## src/rtl/booth_seq_pkg.sv

```systemverilog
// Shared types and sizing helpers for the sequential radix-4 Booth multiplier.
package booth_seq_pkg;

    typedef enum logic [1:0] {
        IDLE = 2'd0,
        RUN  = 2'd1,
        DONE = 2'd2
    } state_t;

    // One group per two multiplier bits plus the zero-extension group on top.
    function automatic int grp_count(input int width);
        return width / 2 + 1;
    endfunction

    function automatic int acc_width(input int width);
        return 2 * width + 2;
    endfunction

    localparam int DEFAULT_WIDTH = 16;
    localparam int ACC_W         = acc_width(DEFAULT_WIDTH);

endpackage

```

## src/rtl/booth_pp_row.sv

```systemverilog
// One radix-4 Booth partial-product row: group decode, magnitude select and negate.
module booth_pp_row #(
    parameter int WIDTH = 16
) (
    input  logic               [2:0]       g,
    input  logic               [WIDTH-1:0] yr,
    output logic signed        [WIDTH+1:0] pp
);

    logic             w_single;
    logic             w_double;
    logic             w_neg;
    logic [WIDTH+1:0] w_mag;

    // Group 111 selects zero magnitude, so its negation is still zero.
    always_comb begin
        w_single = g[0] ^ g[1];
        w_double = (g == 3'b011) || (g == 3'b100);
        w_neg    = g[2];
        w_mag    = '0;
        if (w_single) begin
            w_mag = {2'b00, yr};
        end else if (w_double) begin
            w_mag = {1'b0, yr, 1'b0};
        end
        pp = w_neg ? -w_mag : w_mag;
    end

endmodule

```

## src/rtl/booth_seq_ctrl.sv

```systemverilog
// Iterative radix-4 Booth multiplier: a single partial-product row is reused for
// every group, one group per clock, accumulated into a 2*WIDTH+2 bit register.
module booth_seq_ctrl
    import booth_seq_pkg::*;
#(
    parameter int WIDTH = 16
) (
    input  logic                 clk,
    input  logic                 rst_n,
    input  logic                 in_valid,
    output logic                 in_ready,
    input  logic [WIDTH-1:0]     x,
    input  logic [WIDTH-1:0]     y,
    output logic                 out_valid,
    input  logic                 out_ready,
    output logic [2*WIDTH-1:0]   product,
    output logic                 busy
);

    localparam int GROUP_CNT = grp_count(WIDTH);
    localparam int CNT_W     = $clog2(GROUP_CNT);
    localparam int ACC_BITS  = acc_width(WIDTH);
    localparam logic [CNT_W-1:0] LAST_GRP = CNT_W'(GROUP_CNT - 1);

    state_t                  r_state;
    state_t                  w_nextState;
    logic [WIDTH+2:0]        r_xr;
    logic [WIDTH-1:0]        r_yr;
    logic [ACC_BITS-1:0]     r_acc;
    logic [CNT_W-1:0]        r_grpCnt;
    logic [2*WIDTH-1:0]      r_product;

    logic signed [WIDTH+1:0] w_pp;
    logic [ACC_BITS-1:0]     w_ppExt;
    logic [ACC_BITS-1:0]     w_accNext;
    logic                    w_lastGrp;

    booth_pp_row #(
        .WIDTH (WIDTH)
    ) u_ppRow (
        .g  (r_xr[2:0]),
        .yr (r_yr),
        .pp (w_pp)
    );

    // Sign-extended row weighted by 4^grp_cnt; the sum wraps modulo 2^ACC_BITS.
    assign w_ppExt   = {{(ACC_BITS - WIDTH - 2){w_pp[WIDTH+1]}}, w_pp};
    assign w_accNext = r_acc + (w_ppExt << {r_grpCnt, 1'b0});
    assign w_lastGrp = (r_grpCnt == LAST_GRP);

    assign in_ready  = (r_state == IDLE);
    assign out_valid = (r_state == DONE);
    assign busy      = (r_state == RUN) || (r_state == DONE);
    assign product   = r_product;

    always_ff @(posedge clk) begin
        if (!rst_n) begin
            r_state <= IDLE;
        end else begin
            r_state <= w_nextState;
        end
    end

    always_comb begin
        w_nextState = r_state;
        unique case (r_state)
            IDLE:    if (in_valid)  w_nextState = RUN;
            RUN:     if (w_lastGrp) w_nextState = DONE;
            DONE:    if (out_ready) w_nextState = IDLE;
            default: w_nextState = IDLE;
        endcase
    end

    // The multiplier is stored pre-shifted with an implicit zero below bit 0,
    // so the low three bits are always the current Booth group.
    always_ff @(posedge clk) begin
        if (!rst_n) begin
            r_xr      <= '0;
            r_yr      <= '0;
            r_acc     <= '0;
            r_grpCnt  <= '0;
            r_product <= '0;
        end else begin
            unique case (r_state)
                IDLE: begin
                    if (in_valid) begin
                        r_xr     <= {2'b00, x, 1'b0};
                        r_yr     <= y;
                        r_acc    <= '0;
                        r_grpCnt <= '0;
                    end
                end
                RUN: begin
                    r_acc    <= w_accNext;
                    r_xr     <= r_xr >> 2;
                    r_grpCnt <= r_grpCnt + CNT_W'(1);
                    if (w_lastGrp) begin
                        r_product <= w_accNext[2*WIDTH-1:0];
                        assert (w_accNext[ACC_BITS-1:2*WIDTH] == '0);
                    end
                end
                default: ;
            endcase
        end
    end

endmodule
```

## config.mk

```make
export PLATFORM = sky130hd
export DESIGN_NAME = booth_seq_ctrl
export DESIGN_NICKNAME = d
export VERILOG_FILES = /design/src/rtl/booth_seq_pkg.sv /design/src/rtl/booth_pp_row.sv /design/src/rtl/booth_seq_ctrl.sv
export SDC_FILE = /design/constraint.sdc
export NUM_CORES = 1
export LEC_CHECK = 0
export ABC_AREA = 1
export CAP_MARGIN = 20
export CORE_ASPECT_RATIO = 1.25
export CORE_UTILIZATION = 46
export DETAILED_ROUTE_END_ITERATION = 7
export DONT_BUFFER_PORTS = 1
export PLACE_DENSITY = 0.7
export SLEW_MARGIN = 40
export SYNTH_ARGS = -nofsm -noshare
export SYNTH_HDL_FRONTEND = slang
export SYNTH_SLANG_ARGS = --single-unit
export TNS_END_PERCENT = 30
```

## constraint.sdc

```tcl
create_clock -name clk -period 12.25 [get_ports clk]
set_clock_uncertainty 0.2 [all_clocks]
set_input_delay 1.225 -clock clk [delete_from_list [all_inputs] [get_ports clk]]
set_output_delay 1.225 -clock clk [all_outputs]
set_load 0.05 [all_outputs]
```

==> flow_metrics.env <==
export IMPL_status="complete, no violations"
export IMPL_finalSetupViolCount=0
export IMPL_min_from="r_yr[11]"
export IMPL_reg2reg_from="r_xr[2]"
export IMPL_worstPathArrival_ps=5570
export IMPL_synth_area_leader_cell="dfxtp_1"
export IMPL_place_hpwl_um=13710
export IMPL_ant_nets=0
export IMPL_netlist_top_cells_count="281 x nand2_1, 115 x inv_1, 103 x dfxtp_1, 96 x o21ai_0, 93 x a21oi_1"
export IMPL_synth_cell_type_count=45
export IMPL_grt_pass1_wl_um=30270
export IMPL_power_mw=1.766
export IMPL_finalHoldWorstSlack_ps=270.3
export IMPL_ys_flop_type="dfxtp_1"
export IMPL_fin_tns_setup_ps=0
export IMPL_drt_iter0_drc=345
export IMPL_critical_path_endpoint_type="register"
export IMPL_cts_max_level=3
export IMPL_dr_total_vias=6832
export IMPL_rows=51
export IMPL_fillers=1651
export IMPL_numCtsBuffers=9
export IMPL_synth_yosys_seq_area_share_pct=28.19
export IMPL_track_usage_pct=23.30
export IMPL_antenna_cells=0
export IMPL_r2r_slack_ps=6750
export IMPL_dieHeight_um=143.0
export IMPL_hold_violations=0
export IMPL_hp_class="register to register"
export IMPL_drive_above_1_share_pct=8.218
export IMPL_place_congestion=1.023
export IMPL_netlist_area_um2=7316
export IMPL_ir_worst_vdd_mv=0.2917
export IMPL_multi_input_area_um2=4558
export IMPL_remaining_drc_errors=0
export IMPL_cts_clk_slew_worst_paths_ps=80
export IMPL_fmax_ghz=0.1818
export IMPL_synth_ff_latch_count=103
export IMPL_synthCells=1114
export IMPL_worstMarginPinSlew_ps=770.7
export IMPL_whs_path_depth=2
export IMPL_worstPathMaxFanout=20
export IMPL_numPortBuffers=0
export IMPL_clockBufferDepth=2
export IMPL_dieArea_um2=16420
export IMPL_viasPerCell=5.276
export IMPL_grt_pass1_vias=6364
export IMPL_slew_headroom_pct=48.55
export IMPL_firstDrtPassIters=6
export IMPL_clockRootBuffer="clkbuf_16"
export IMPL_antenna_found_initial=0
export IMPL_cts_sinks=103
export IMPL_min_period_ps=5500
export IMPL_grt_max_degree=68
export IMPL_cpPeakStageDelay_ps=830
export IMPL_max_cap_violations=0
export IMPL_rsz0062_at_grt="no"
export IMPL_regArea_um2=2062
export IMPL_die_x_um=114.8
export IMPL_synth_top_area_share_pct=28.19
export IMPL_area_growth_pct=5.319
export IMPL_worst_r2r_path_depth=31
export IMPL_nNetsFinal=1154
export IMPL_cts_resized=0
export IMPL_ioPinCount=71
export IMPL_synth_net_count=1190
export IMPL_cts_tree="built"
export IMPL_min_to="r_yr[11]"
export IMPL_slowest_stage="dfxtp_1"
export IMPL_crit_top_cell="nand2_1"
export IMPL_slew_viol_final=0
export IMPL_initial_core_util_pct=46.99
export IMPL_synth_edf_count=0
export IMPL_postSynthAreaPerCell_um2=6.567
export IMPL_drt_total_wl_um=18280
export IMPL_clock_latency_ps=370
export IMPL_postCtsSetupBuffers=0
export IMPL_path_class="register to register"
export IMPL_synth_most_common_cell="nand2_1"
export IMPL_finalCritPeriodShare_pct=44.90
export IMPL_rr_endpoint="product[31]"
export IMPL_powerDensity_nw_per_um2=229.2
export IMPL_synthArstFlopShare_pct=0
export IMPL_required_ps=12320
export IMPL_yosys_warnings=0
export IMPL_overflow=0
export IMPL_p_leak_nw=3.667
export IMPL_synth_area_leaders="dfxtp_1 28%, nand2_1 14%, ha_1 6.7%"
export IMPL_core_um2=15570
export IMPL_postCtsHoldBufs=0
export IMPL_start_kind="register"
export IMPL_routedWlPerCell_um=14.12
[registers in the layout, indices dropped and copies added, names as in the netlist]
register	cells
r_xr	17
r_acc	32
r_yr	16
product	32
r_state	2
r_grpCnt	4
[area by class of cell]
cell class	instances	area share, %
Clock buffer	9	2.923
Clock inverter	7	0.9256
Sequential cell	103	26.76
Inverter	127	6.203
Tap cell	212	3.443
Multi-Input combinational cell	831	59.16
Timing Repair Buffer	6	0.5846
[routing by layer]
layer,share of wire [%],GRT usage (%),routed length [µm]
met5,0,0,0
met1,44,27.22,7968
met2,49,41.34,9031
met3,3.4,3.608,626
met4,3.6,11.14,652
[per-stage QoR]
| stage | setup slack (ps) | util, % | area [µm²] | std cells |
|---|---|---|---|---|
| CTS | 6793 | 49.47 | 7702 | 1295 |
| global placement | 6907 | 47.54 | 7402 | 1279 |
| detailed placement | 6847 | 47.57 | 7406 | 1279 |
| finish | 6750 | 49.49 | 7705 | 1295 |
| floorplan | 8046 | - | 7316 | 1114 |
| global route | 6224 | 49.49 | 7705 | 1295 |
[power breakdown]
part	switching (mW)	internal [mW]	leakage, nW
logic	0.713	0.324	2.69
registers	0.0424	0.390	0.838
clock network	0.151	0.145	0.140
total	0.906	0.860	3.67
[cells by family (layout without fill, tap and decap cells)]
family                   count (synthesis)  in the layout  share of synthesized area [%]
flip-flops                             103            103                          28.19
buffers and inverters                  180            149                          9.663
XOR/XNOR                                34             34                          4.070
multiplexers                             1              1                         0.1368
adder cells (fa/ha/maj)                 40             40                          6.944
AND/OR/NAND/NOR                        461            461                          27.77
AO/OA/AOI/OAI                          295            295                          23.23
[placed cells by master, fill, tap and decap left out, types with 3 or more instances in the layout]
| master | netlist | routed |
|---|---|---|
| a21oi_1 | 93 | 93 |
| inv_1 | 115 | 115 |
| buf_4 | 1 | 6 |
| xor2_1 | 24 | 24 |
| a221oi_1 | 5 | 5 |
| o21ai_0 | 96 | 96 |
| nor2_2 | 7 | 8 |
| a21oi_2 | 3 | 3 |
| a21o_1 | 6 | 6 |
| ha_1 | 39 | 38 |
| nand3b_1 | 3 | 3 |
| clkbuf_16 | 0 | 9 |
| o21ai_2 | 9 | 10 |
| nor3_1 | 10 | 10 |
| o22ai_1 | 3 | 3 |
| o21bai_1 | 25 | 25 |
| nor2_4 | 3 | 3 |
| nand2_1 | 281 | 280 |
| nand2_4 | 7 | 7 |
| o21ai_1 | 20 | 19 |
| a31oi_1 | 18 | 18 |
| inv_2 | 6 | 7 |
| a21boi_1 | 3 | 3 |
| or2_1 | 3 | 3 |
| nor4_1 | 3 | 3 |
| nand2_2 | 12 | 13 |
| nor2_1 | 68 | 67 |
| nand3_2 | 11 | 11 |
| dfxtp_1 | 103 | 103 |
| clkinv_1 | 6 | 4 |
| nand4_1 | 4 | 4 |
| xnor2_1 | 10 | 10 |
| nand3_1 | 49 | 49 |
| o21a_1 | 5 | 5 |
[how the worst max path moves through the flow]
stage | start | endpoint | slack (ps)
2_1_floorplan | r_xr[0] | product[30] | 8050
3_3_place_gp | r_xr[0] | r_acc[29] | 6910
3_5_place_dp | r_xr[0] | product[31] | 6850
4_1_cts | r_xr[0] | product[31] | 6790
5_1_grt | r_xr[2] | product[31] | 6220
6_report | r_xr[2] | product[31] | 6750
[critical path: cells and delay by family, from the launching register on]
kind	cells	cell delay, ps
AO/OA/AOI/OAI	7	1210
flip-flops	1	830
adder cells (fa/ha/maj)	2	460
XOR/XNOR	1	290
buffers and inverters	4	370
AND/OR/NAND/NOR	17	2020
Note: power is estimated with default switching activity, not from simulation.
